--- src/rtl/rng_stream_ctrl.sv ---
// rng_stream_ctrl: command-driven gate between an LFSR byte source and a UART
// transmitter. UART commands select between idle, continuous streaming and
// counted bursts. Accepted random bytes are buffered in a small FIFO that
// drains to the transmitter whenever it is free.
//
// Optional feature: define RNG_STREAM_CTRL_DROP_COUNT_EN to enable a
// saturating counter of words lost to a full FIFO. Without the macro,
// drop_count is tied to zero and no counter logic is built.
module rng_stream_ctrl #(
    parameter int DEPTH_LOG2 = 2
) (
    input  logic                  CLK,
    input  logic                  rst,
    input  logic [7:0]            rx_byte,
    input  logic                  rx_valid,
    input  logic [7:0]            word,
    input  logic                  word_valid,
    input  logic                  tx_busy,
    output logic                  tx_start,
    output logic [7:0]            tx_byte,
    output logic [1:0]            mode,
    output logic [DEPTH_LOG2:0]   fifo_level,
    output logic [7:0]            drop_count
);

    localparam int                  DEPTH      = 1 << DEPTH_LOG2;
    localparam logic [DEPTH_LOG2:0] FULL_LEVEL = (DEPTH_LOG2 + 1)'(DEPTH);
    localparam logic [DEPTH_LOG2-1:0] PTR_STEP = (DEPTH_LOG2)'(1);
    localparam logic [DEPTH_LOG2:0] LEVEL_STEP = (DEPTH_LOG2 + 1)'(1);

    localparam logic [7:0] CMD_STREAM = 8'h73;
    localparam logic [7:0] CMD_STOP   = 8'h70;
    localparam logic [7:0] CMD_BURST  = 8'h6E;

    typedef enum logic [1:0] {
        IDLE   = 2'd0,
        STREAM = 2'd1,
        ARG    = 2'd2,
        BURST  = 2'd3
    } state_t;

    state_t                mode_q, mode_d;
    logic [8:0]            remaining_q, remaining_d;
    logic [DEPTH_LOG2-1:0] wr_ptr_q, wr_ptr_d;
    logic [DEPTH_LOG2-1:0] rd_ptr_q, rd_ptr_d;
    logic [DEPTH_LOG2:0]   level_q, level_d;
    logic                  tx_start_q, tx_start_d;
    logic [7:0]            tx_byte_q, tx_byte_d;
    logic [7:0]            mem_q [DEPTH];

    logic fifo_full;
    logic fifo_empty;
    logic pop;
    logic word_offered;
    logic push;

    // Decide whether this cycle's random word is wanted (judged on the current
    // mode) and whether the FIFO can take it; a pending pop frees a slot.
    always_comb begin
        fifo_full    = (level_q == FULL_LEVEL);
        fifo_empty   = (level_q == '0);
        pop          = tx_start_q;
        word_offered = word_valid &&
                       ((mode_q == STREAM) || ((mode_q == BURST) && (remaining_q != 9'd0)));
        push         = word_offered && (!fifo_full || pop);
    end

    // Mode sequencing: burst countdown first, then any accepted command overrides it.
    always_comb begin
        mode_d      = mode_q;
        remaining_d = remaining_q;
        if ((mode_q == BURST) && push) begin
            remaining_d = remaining_q - 9'd1;
        end
        if ((mode_q == BURST) && (remaining_d == 9'd0)) begin
            mode_d = IDLE;
        end
        if (rx_valid) begin
            if (mode_q == ARG) begin
                mode_d      = BURST;
                remaining_d = (rx_byte == 8'h00) ? 9'd256 : {1'b0, rx_byte};
            end else begin
                case (rx_byte)
                    CMD_STREAM: begin
                        mode_d      = STREAM;
                        remaining_d = 9'd0;
                    end
                    CMD_STOP: begin
                        mode_d      = IDLE;
                        remaining_d = 9'd0;
                    end
                    CMD_BURST: begin
                        mode_d      = ARG;
                        remaining_d = 9'd0;
                    end
                    default: begin
                        mode_d      = mode_q;
                    end
                endcase
            end
        end
    end

    // FIFO bookkeeping and the transmit handshake; a byte leaves on the cycle tx_start is high.
    always_comb begin
        wr_ptr_d = push ? (wr_ptr_q + PTR_STEP) : wr_ptr_q;
        rd_ptr_d = pop  ? (rd_ptr_q + PTR_STEP) : rd_ptr_q;
        case ({push, pop})
            2'b10:   level_d = level_q + LEVEL_STEP;
            2'b01:   level_d = level_q - LEVEL_STEP;
            default: level_d = level_q;
        endcase
        tx_start_d = !fifo_empty && !tx_busy && !tx_start_q;
        tx_byte_d  = tx_start_d ? mem_q[rd_ptr_q] : tx_byte_q;
    end

    // All control state, cleared asynchronously so reset discards queued bytes and counts.
    always_ff @(posedge CLK or posedge rst) begin
        if (rst) begin
            mode_q      <= IDLE;
            remaining_q <= 9'd0;
            wr_ptr_q    <= '0;
            rd_ptr_q    <= '0;
            level_q     <= '0;
            tx_start_q  <= 1'b0;
            tx_byte_q   <= 8'h00;
        end else begin
            mode_q      <= mode_d;
            remaining_q <= remaining_d;
            wr_ptr_q    <= wr_ptr_d;
            rd_ptr_q    <= rd_ptr_d;
            level_q     <= level_d;
            tx_start_q  <= tx_start_d;
            tx_byte_q   <= tx_byte_d;
        end
    end

    // FIFO storage needs no reset; the pointers and level define what is valid.
    always_ff @(posedge CLK) begin
        if (push) begin
            mem_q[wr_ptr_q] <= word;
        end
    end

`ifdef RNG_STREAM_CTRL_DROP_COUNT_EN
    logic       drop;
    logic [7:0] drop_count_q, drop_count_d;

    assign drop = word_offered && fifo_full && !pop;

    // Count words lost to a full FIFO, holding at 255.
    always_comb begin
        drop_count_d = drop_count_q;
        if (drop && (drop_count_q != 8'hFF)) begin
            drop_count_d = drop_count_q + 8'd1;
        end
    end

    // Drop counter register, cleared only by reset.
    always_ff @(posedge CLK or posedge rst) begin
        if (rst) begin
            drop_count_q <= 8'h00;
        end else begin
            drop_count_q <= drop_count_d;
        end
    end

    assign drop_count = drop_count_q;
`else
    assign drop_count = 8'h00;
`endif

    assign tx_start   = tx_start_q;
    assign tx_byte    = tx_byte_q;
    assign mode       = mode_q;
    assign fifo_level = level_q;

endmodule
--- config.mk ---
export PLATFORM = sky130hd
export DESIGN_NAME = rng_stream_ctrl
export DESIGN_NICKNAME = d
export VERILOG_FILES = /design/src/rtl/rng_stream_ctrl.sv
export SDC_FILE = /design/constraint.sdc
export NUM_CORES = 1
export LEC_CHECK = 0
export ABC_AREA = 1
export ABC_CLOCK_PERIOD_IN_PS = 3000
export CORE_ASPECT_RATIO = 0.5
export CORE_MARGIN = 3
export CORE_UTILIZATION = 50
export CTS_CLUSTER_SIZE = 25
export DETAILED_ROUTE_END_ITERATION = 7
export HOLD_SLACK_MARGIN = 0.06
export PLACE_DENSITY = 0.75
export SETUP_SLACK_MARGIN = 0.05
export SYNTH_ARGS = -nofsm -noshare
export SYNTH_HDL_FRONTEND = slang
export SYNTH_SLANG_ARGS = --single-unit
--- constraint.sdc ---
create_clock -name CLK -period 3 [get_ports CLK]
set_clock_uncertainty 0.05 [all_clocks]
set_input_delay 0.9 -clock CLK [delete_from_list [all_inputs] [get_ports CLK]]
set_output_delay 0.9 -clock CLK [all_outputs]
set_load 0.01 [all_outputs]
==> flow_metrics.tcl, run 1 <==
set metrics [dict create \
    outcome "complete, no violations" \
    combinationalPowerShare_pct 35.2 \
    slew_headroom_pct 61.2 \
    antenna_found_initial 0 \
    final.min_clock_period_ns 2.42 \
    reg2reg_slack_ns 0.74 \
    p_clk_share_pct 29.5 \
    fin_nets 377 \
    numCtsBuffers 9 \
    required_ns 3.15 \
    fp-row-count 18 \
    finalSetupTns_ns 0 \
    cap_violations 0 \
    ys.warnings.count 0 \
    grt-ovfl-total 0 \
    antennaDiodeCount 0 \
    endpoint "mode[0]$_DFFE_PP0P_" \
    grt_pass1_vias 2023 \
    cts.sinks 59 \
    syn_avg_cell_area_um2 9.55 \
    via_per_inst 5.08 \
    top_level_ports 43 \
    drt_iter0_drc 128 \
    post_cts_buffers 0 \
    drt-pass1-iter-count 4 \
    finalPower_uw 3630 \
    yosys.area.top_type "edfxtp_1" \
    ys_types 33 \
    clock_latency_ns 0.32 \
    hold_start "tx_byte[7]$_DFFE_PP0P_" \
    seqPwrFrac_pct 35.3 \
    synth-seq-cells 59 \
    drcViolationCount 0 \
    gp_congestion 0.850 \
    netlist_instances 304 \
    fmax_ghz 0.413 \
    synth_top_family_by_area "simple AND/OR/NAND/NOR gates" \
    yosys.area_share.simple_pct 21.7 \
    cts_hold_buffers 0 \
    finalSetupViolCount 0 \
    synth-xor-area-share_pct 2.41 \
    worst_pin_slew_ns 0.582 \
    drive_above_1_share_pct 13.0 \
    dieArea_um2 6810 \
    yosys-top-cells-area "edfxtp_1, dfrtp_1, nand2_1" \
    synth_area_um2 2900 \
    htreeDepth 3 \
    fill_cells 398 \
    slew_violations 0 \
    leakage_uw 0.00157 \
    synth_compound_area_share_pct 7.76 \
    cts_tree "done" \
    cp-start-kind "primary input" \
    area_growth_syn_to_layout_pct 25.3 \
    p_per_area_nw_per_um2 998 \
    die_h_um 59.9 \
    rsz0062_at_grt "no" \
    vias 2159 \
    yosysSeqAreaShare_pct 56.4 \
    ctsResizeCount 0 \
    critical_path_class "in -> reg" \
    drt-total-wl_mm 5.51 \
    io_buffer_count 34 \
    hold_violations 0 \
    hpwl_mm 3.98 \
    initial_core_util_pct 55.3 \
    swShare_pct 35.0 \
    hp-class "reg -> reg" \
    synth_top_cell_area_share_pct 33.1 \
    core_area_um2 5250 \
    grt_pass1_wl_mm 8.88 \
    reg2reg_to "fifo_level[2]$_DFFE_PP0P_" \
    reg2reg_from "remaining_q[0]$_DFF_PP0_" \
    wire_per_inst_um 13.0 \
    crit_path_start "rx_byte[6]" \
    cts_buffer_depth 2 \
    grtUsageTotal_pct 17.2 \
    vdd_ir_drop_max_mv 0.542 \
    p_int_uw 2360 \
    synthAdderAreaFrac_pct 2.84 \
    clk_pin_slew_worst_paths_ns 0.05 \
    antenna_left 0 \
    fin_crit_sh_pct 80.8 \
    clockRootBuffer "clkbuf_16" \
    worst_ep_arrival_time_ns 2.58 \
    ff2ff_path_depth 13 \
    cp-end-kind "flip-flop" \
    fp.dieW_um 114 \
    synth_mux_area_share_pct 0 \
    path_max_fanout 10 \
    grt_start_max_net_pins 28 \
    p_switching_uw 1270 \
]
Yosys cell counts (all sizes together):
master  number
ha           5
nand2       62
dfrtp       27
o211ai       1
nor3         6
inv         43
nand3       15
a21oi        1
nor4         1
o21ai       24
nor2        44
xor2         6
buf         10
o22ai       13
nand4        5
o21a         1
edfxtp      32
or2          1
clkbuf       3
conb         1
xnor2        2
fa           1
cell type report:
class                      instances  area (um^2)  share of cell area, %
inverter                          43          161                   4.44
clock inverter                     5         77.6                   2.13
multi-input combinational        196         1040                   28.5
tap                               70         87.6                   2.41
timing repair buffer              41          393                   10.8
clock buffer                      11          243                   6.68
sequential                        59         1640                   45.0
per-stage QoR:
stage / cells / hold slack, ns / instance area [um^2] / util (%) / setup WS [ns]
finish: 425 / 0.428 / 3640 / 69.3 / 0.577
global route: 425 / 0.462 / 3640 / 69.3 / 0.404
CTS: 425 / 0.430 / 3640 / 69.3 / 0.598
detailed placement: 409 / 0.417 / 3320 / 63.2 / 0.259
global placement: 409 / 0.414 / 3320 / 63.2 / 0.353
floorplan: 311 / 0.466 / 2930 / - / 0.710
registers in the layout (all words and copies together), names as in the netlist:
signal,flops
rd_ptr_q,2
tx_start,1
tx_byte,8
wr_ptr_q,2
mode,2
remaining_q,9
fifo_level,3
mem_q,32
power groups by stage:
stage / clock network, uW / logic, uW / registers, uW
2_1_floorplan: 0 / 860 / 1260
3_3_place_gp: 0 / 1240 / 1280
3_5_place_dp: 0 / 1280 / 1290
4_1_cts: 1090 / 1290 / 1280
5_1_grt: 1130 / 1440 / 1310
6_report: 1070 / 1280 / 1280
how the worst min path moves through the flow:
stage                                   to  slack [ns]  cells past startpoint
global route        tx_byte[3]$_DFFE_PP0P_        0.46                      2
detailed placement  tx_byte[7]$_DFFE_PP0P_        0.42                      2
CTS                 tx_byte[7]$_DFFE_PP0P_        0.43                      2
floorplan           tx_byte[0]$_DFFE_PP0P_        0.47                      2
global placement    tx_byte[7]$_DFFE_PP0P_        0.41                      2
finish              tx_byte[7]$_DFFE_PP0P_        0.43                      2
critical path, stage by stage:
cell and delay [ns]:
clkdlybuf4s50_1 0.50, nand2_1 0.08, nor4_1 0.29, or2_2 0.19, nor3_1 0.05, nor2_2 0.28, inv_1 0.13, nand3_1 0.10
nand2_1 0.05
metal layers:
metal	vias up	GRT usage, %	routed length (um)
met5	-	0	0
met1	1006	19.6	2290
met3	11	6.27	314
met4	0	6.51	103
li1	1080	-	-
met2	62	30.4	2800
cells by family after synthesis:
family	after synthesis
compound gates	40
xor+xnor	8
fa+ha+maj	6
buf+inv	56
flops	59
other cells	1
simple gates	134
layout by cell type, fill, tap and decap left out, drive strengths merged:
cell	count
nor2	44
o211ai	1
a21oi	1
clkdlybuf4s50	34
edfxtp	32
o22ai	13
conb	8
ha	5
fa	1
o21a	1
nor3	6
xor2	6
nand2	62
o21ai	24
nand3	15
clkbuf	11
inv	43
clkinv	2
buf	7
or2	1
bufinv	2
xnor2	2
dfrtp	27
nand4	5
clkinvlp	1
nor4	1
No activity file was read; power rests on OpenSTA's default activity.
==> run 2: changes to the inputs <==
--- a/config.mk
+++ b/config.mk
@@ -6,14 +6,14 @@
 export NUM_CORES = 1
 export LEC_CHECK = 0
 export ABC_AREA = 1
-export ABC_CLOCK_PERIOD_IN_PS = 3000
+export ABC_CLOCK_PERIOD_IN_PS = 2110
 export CORE_ASPECT_RATIO = 0.5
 export CORE_MARGIN = 3
-export CORE_UTILIZATION = 50
+export CORE_UTILIZATION = 49
 export CTS_CLUSTER_SIZE = 25
 export DETAILED_ROUTE_END_ITERATION = 7
 export HOLD_SLACK_MARGIN = 0.06
-export PLACE_DENSITY = 0.75
+export PLACE_DENSITY = 0.76
 export SETUP_SLACK_MARGIN = 0.05
 export SYNTH_ARGS = -nofsm -noshare
 export SYNTH_HDL_FRONTEND = slang
==> constraint.sdc (replaced) <==
create_clock -name CLK -period 2.11 [get_ports CLK]
set_clock_uncertainty 0.05 [all_clocks]
set_input_delay 0.633 -clock CLK [delete_from_list [all_inputs] [get_ports CLK]]
set_output_delay 0.633 -clock CLK [all_outputs]
set_load 0.01 [all_outputs]
==> flow_metrics.tcl, run 2 (synthesis gave the netlist of run 1 again) <==
set metrics [dict create \
    numCtsBuffers 9 \
    layout.cells.non_filler 463 \
    outcome "complete, no violations" \
    htreeDepth 3 \
    slew_violations 0 \
    io_buffer_count 34 \
    cap_violations 0 \
    finalPower_uw 5610 \
    cpPeakStageDelay_ns 0.40 \
    p_int_uw 3580 \
    seqPwrFrac_pct 31.8 \
    cts_hold_buffers 0 \
    swShare_pct 36.2 \
    worst_ep_arrival_time_ns 2.24 \
    drt-pass1-iter-count 4 \
    fp.dieW_um 115 \
    finalSetupViolCount 0 \
    grt_pass1_vias 2323 \
    vias 2366 \
    area_growth_syn_to_layout_pct 37.1 \
    largest_reg_flops 32 \
    fill_cells 404 \
    leakage_uw 0.00175 \
    placedInstanceArea_um2 3560 \
    final_area_um2 3980 \
    die_h_um 60.4 \
    hold_violations 0 \
    initial_core_util_pct 51.7 \
    vdd_ir_drop_max_mv 0.664 \
    antennaDiodeCount 0 \
    drive_above_1_share_pct 25.4 \
    via_per_inst 5.11 \
    p_switching_uw 2030 \
    antenna_left 0 \
    hp-class "reg -> reg" \
    clk_pin_slew_worst_paths_ns 0.05 \
    drt-total-wl_mm 6.44 \
    fin_crit_sh_pct 98.2 \
    final_cell_mix "nand2_1, buf_4, clkdlybuf4s50_1" \
    place_ws_ns -0.295 \
    p_clk_share_pct 27.6 \
    drt_iter0_drc 130 \
    path_common_cell "inv_2" \
    final_common_cell "nand2_1" \
    final.min_clock_period_ns 2.07 \
    critical_path_class "in -> reg" \
    critPathSlowestCell "clkdlybuf4s50_1" \
    p_per_area_nw_per_um2 1410 \
    clock_latency_ns 0.32 \
    setup_ws_ns 0.0371 \
    fmax_ghz 0.482 \
    dp_cells 441 \
    combinationalPowerShare_pct 40.6 \
    required_ns 2.27 \
    gp_congestion 0.888 \
    core_area_um2 5610 \
    rsz0062_at_grt "yes" \
    drcViolationCount 0 \
    cp-start-kind "primary input" \
    grt_start_max_net_pins 28 \
    grt-ovfl-total 0 \
    fp-row-count 19 \
    fin_nets 412 \
    cts.sinks 59 \
    dieArea_um2 6940 \
    cts_tree "done" \
    hpwl_mm 4.28 \
    cts_buffer_depth 2 \
    largest-register "mem_q" \
    wire_per_inst_um 13.9 \
    utilization_pct 70.9 \
    top_level_ports 43 \
    grt_pass1_wl_mm 10.2 \
    clockRootBuffer "clkbuf_16" \
    path_max_fanout 4 \
    antenna_found_initial 0 \
    path_cells "clkdlybuf4s50_1 > nand2_1 > inv_2 > nand3_4 > inv_4 > nor2_4 > inv_2 > fa_2 > o21ai_2 > xnor2_1 > inv_1" \
    grtUsageTotal_pct 19.6 \
    cp-end-kind "flip-flop" \
]
## run 2: changes by cell type in the layout (fill, tap and decap cells not counted), moves of 2 or more
cell      previous run  this run
dfrtp_1             27        25
nor2_2               7         9
clkinv_4             0         3
nor2_1              35        32
buf_4                7        41
inv_2                6        10
dfrtp_2              0         2
inv_1               37        32
## run 2: per-layer routing
layer | up-vias | part of all wire [%] | global-route usage (%)
li1 | 1149 | - | -
met1 | 1107 | 38 | 20.0
met2 | 87 | 53 | 36.8
met3 | 23 | 4.8 | 5.88
met4 | 0 | 3.6 | 11.4
met5 | - | 0 | 0
## run 2: power by group through the flow
stage / Clock, uW / Sequential, uW / Combinational [uW]
final: 1550 / 1790 / 2280
after detailed placement: 0 / 1790 / 2100
after global routing: 1620 / 1820 / 2520
after global placement: 0 / 1770 / 2020
after CTS: 1560 / 1780 / 2160
after floorplan: 0 / 1800 / 1250
## run 2: final timing paths
path | start | depth (start not counted) | to | slack (ns)
setup / recovery | word_valid | 11 | fifo_level[2]$_DFFE_PP0P_ | 0.04
hold / removal | tx_byte[1]$_DFFE_PP0P_ | 2 | tx_byte[1]$_DFFE_PP0P_ | 0.44
setup reg to reg | remaining_q[1]$_DFF_PP0_ | 13 | fifo_level[2]$_DFFE_PP0P_ | 0.04
hold reg to reg | tx_byte[1]$_DFFE_PP0P_ | 2 | tx_byte[1]$_DFFE_PP0P_ | 0.44
max in group asynchronous | rst | 3 | tx_start$_DFF_PP0_ | 1.12
min in group asynchronous | rst | 3 | fifo_level[1]$_DFFE_PP0P_ | 0.62
## run 2: critical path: cells and delay by family
kind	cells	cell delay, ns
buf+inv	5	0.63
fa+ha+maj	1	0.37
simple gates	3	0.30
compound gates	1	0.16
xor+xnor	1	0.13
## run 2: metrics by stage
step | hold WS, ns | setup TNS [ns]
floorplan | 0.466 | 0
global placement | 0.417 | -4.45
detailed placement | 0.422 | -5.54
CTS | 0.444 | 0
global route | 0.458 | -0.170
finish | 0.439 | 0
## run 2: area by class of cell
class / count / area [um^2] / share of cell area, %
repair buffers: 75 / 648 / 16.3
multi-input cells: 197 / 1110 / 27.9
well taps: 73 / 91.3 / 2.29
clock buffers: 9 / 225 / 5.66
flip-flops and latches: 59 / 1640 / 41.2
clock inverters: 7 / 100 / 2.51
inverters: 43 / 164 / 4.12
## run 2: what timing repair did
| action | 4_1_cts | 5_1_grt |
|---|---|---|
| gates resized for setup | 3 | 14 |
| gates cloned | 0 | 1 |
| pin swaps | 3 | 9 |
| endpoints found under the hold margin | 0 | 0 |
| setup endpoints to repair | 4 | 14 |
| setup buffers | 2 | 3 |
==> run 3: changes to the inputs <==
--- a/config.mk
+++ b/config.mk
@@ -9,11 +9,12 @@
 export ABC_CLOCK_PERIOD_IN_PS = 2110
 export CORE_ASPECT_RATIO = 0.5
 export CORE_MARGIN = 3
-export CORE_UTILIZATION = 49
+export CORE_UTILIZATION = 50
 export CTS_CLUSTER_SIZE = 25
 export DETAILED_ROUTE_END_ITERATION = 7
+export DONT_BUFFER_PORTS = 1
 export HOLD_SLACK_MARGIN = 0.06
-export PLACE_DENSITY = 0.76
+export PLACE_DENSITY = 0.68
 export SETUP_SLACK_MARGIN = 0.05
 export SYNTH_ARGS = -nofsm -noshare
 export SYNTH_HDL_FRONTEND = slang
==> flow_metrics.tcl, run 3 (synthesis gave the netlist of run 1 again) <==
set metrics [dict create \
    worst_ep_arrival_time_ns 2.18 \
    area_growth_syn_to_layout_pct 20.7 \
    slew_violations 0 \
    antennaDiodeCount 0 \
    dieArea_um2 6810 \
    fmax_ghz 0.494 \
    vias 2082 \
    finalSetupViolCount 0 \
    utilization_pct 66.8 \
    via_per_inst 5.12 \
    seqCellArea_um2 1640 \
    grtUsageTotal_pct 18.1 \
    fp.dieW_um 114 \
    gp_congestion 0.840 \
    cts.sinks 59 \
    required_ns 2.27 \
    cts_tree "done" \
    cap_violations 0 \
    antenna_found_initial 0 \
    numCtsBuffers 9 \
    drt-total-wl_mm 5.65 \
    cp-end-kind "flip-flop" \
    rsz0062_at_grt "yes" \
    wire_per_inst_um 13.9 \
    slew_headroom_pct 64.2 \
    route.met3.wl_um 345 \
    grt_pass1_vias 2042 \
    finalPower_uw 5250 \
    grt_pass1_wl_mm 9.13 \
    highest_layer "met4" \
    largest-register "mem_q" \
    leakage_uw 0.00152 \
    wl_met1_mm 2.31 \
    fill_cells 405 \
    path_max_fanout 4 \
    drt_iter0_drc 96 \
    final.min_clock_period_ns 2.02 \
    htreeDepth 3 \
    fp-row-count 18 \
    core_area_um2 5250 \
    io_buffer_count 0 \
    drive_above_1_share_pct 21.7 \
    grt_start_max_net_pins 28 \
    clk_pin_slew_worst_paths_ns 0.05 \
    hpwl_mm 3.87 \
    drcViolationCount 0 \
    antenna_left 0 \
    clock_latency_ns 0.32 \
    final_cell_mix "nand2_1, nor2_1, inv_1" \
    final_common_cell "nand2_1" \
    die_h_um 59.9 \
    drt-pass1-iter-count 4 \
    cts_hold_buffers 0 \
    wl_met2_mm 2.90 \
    clockRootBuffer "clkbuf_16" \
    critical_path_class "reg -> reg" \
    cts_buffer_depth 2 \
    p_per_area_nw_per_um2 1500 \
    grt-ovfl-total 0 \
    initial_core_util_pct 55.3 \
    top_level_ports 43 \
    hold_violations 0 \
    multi_input_area_um2 1110 \
    hp-class "in -> async" \
    worst_pin_slew_ns 0.534 \
    largest_reg_flops 32 \
    outcome "complete, no violations" \
    vdd_ir_drop_max_mv 0.914 \
    fin_nets 359 \
    fin_crit_sh_pct 95.9 \
    cp-start-kind "flip-flop" \
]
-- run 3: changes by cell type in the layout (fill, tap and decap cells not counted), sizes merged --
cell / before / now
buf: 41 / 22
clkbuf: 9 / 11
clkdlybuf4s50: 34 / 0
clkinv: 4 / 0
clkinvlp: 0 / 2
-- run 3: what timing repair did --
action	CTS	global route
resized for setup	3	10
cloned	0	1
buffers inserted	4	4
pin swaps	3	7
endpoints found under the setup margin	1	3
-- run 3: routing by layer --
metal | GRT usage (%) | vias up
met5 | 0 | -
met4 | 5.48 | 0
met3 | 7.68 | 9
met2 | 32.6 | 56
met1 | 19.9 | 979
li1 | - | 1038
-- run 3: critical path, stage by stage, from the launching register on --
cell and delay (ns):
dfrtp_1 0.38, inv_2 0.09, ha_4 0.15, nand2_4 0.05, nor2_4 0.13, nand3_4 0.09
nand3_4 0.08, inv_4 0.05, nor2_4 0.12, inv_2 0.05, fa_2 0.36, nand2_2 0.07
o21ai_2 0.05, xnor2_1 0.14, inv_1 0.05
-- run 3: cell type report --
| type | count | area share, % |
|---|---|---|
| repair buffers | 22 | 4.71 |
| inverters | 43 | 4.75 |
| multi-input cells | 197 | 31.7 |
| well taps | 70 | 2.50 |
| clock buffers | 11 | 7.21 |
| clock inverters | 5 | 2.39 |
| flip-flops and latches | 59 | 46.7 |
-- run 3: power by group --
part / internal, uW / switching, uW
clock network: 1100 / 499
registers: 1530 / 270
logic: 725 / 1130
-- run 3: stage by stage --
step	std cells	setup slack (ns)	hold WS [ns]	setup TNS, ns	cell area, um^2
global placement	382	0.0908	0.488	0	3050
global route	407	-0.00124	0.237	-0.00124	3500
CTS	402	0.0609	0.218	0	3420
floorplan	311	0.0549	0.466	0	2950
finish	407	0.0871	0.210	0	3500
detailed placement	382	0.0205	0.495	0	3050
-- run 3: final timing paths --
kind                                           from                         to  slack [ns]  cells after the start
hold / removal                                  rst   remaining_q[6]$_DFF_PP0_        0.21                      2
setup reg to reg           remaining_q[1]$_DFF_PP0_  fifo_level[2]$_DFFE_PP0P_        0.09                     14
setup / recovery           remaining_q[1]$_DFF_PP0_  fifo_level[2]$_DFFE_PP0P_        0.09                     14
max in group asynchronous                       rst  fifo_level[0]$_DFFE_PP0P_        1.54                      2
hold reg to reg              tx_byte[6]$_DFFE_PP0P_     tx_byte[6]$_DFFE_PP0P_        0.50                      2
min in group CLK                            word[2]      mem_q[3][2]$_DFFE_PP_        0.35                      0
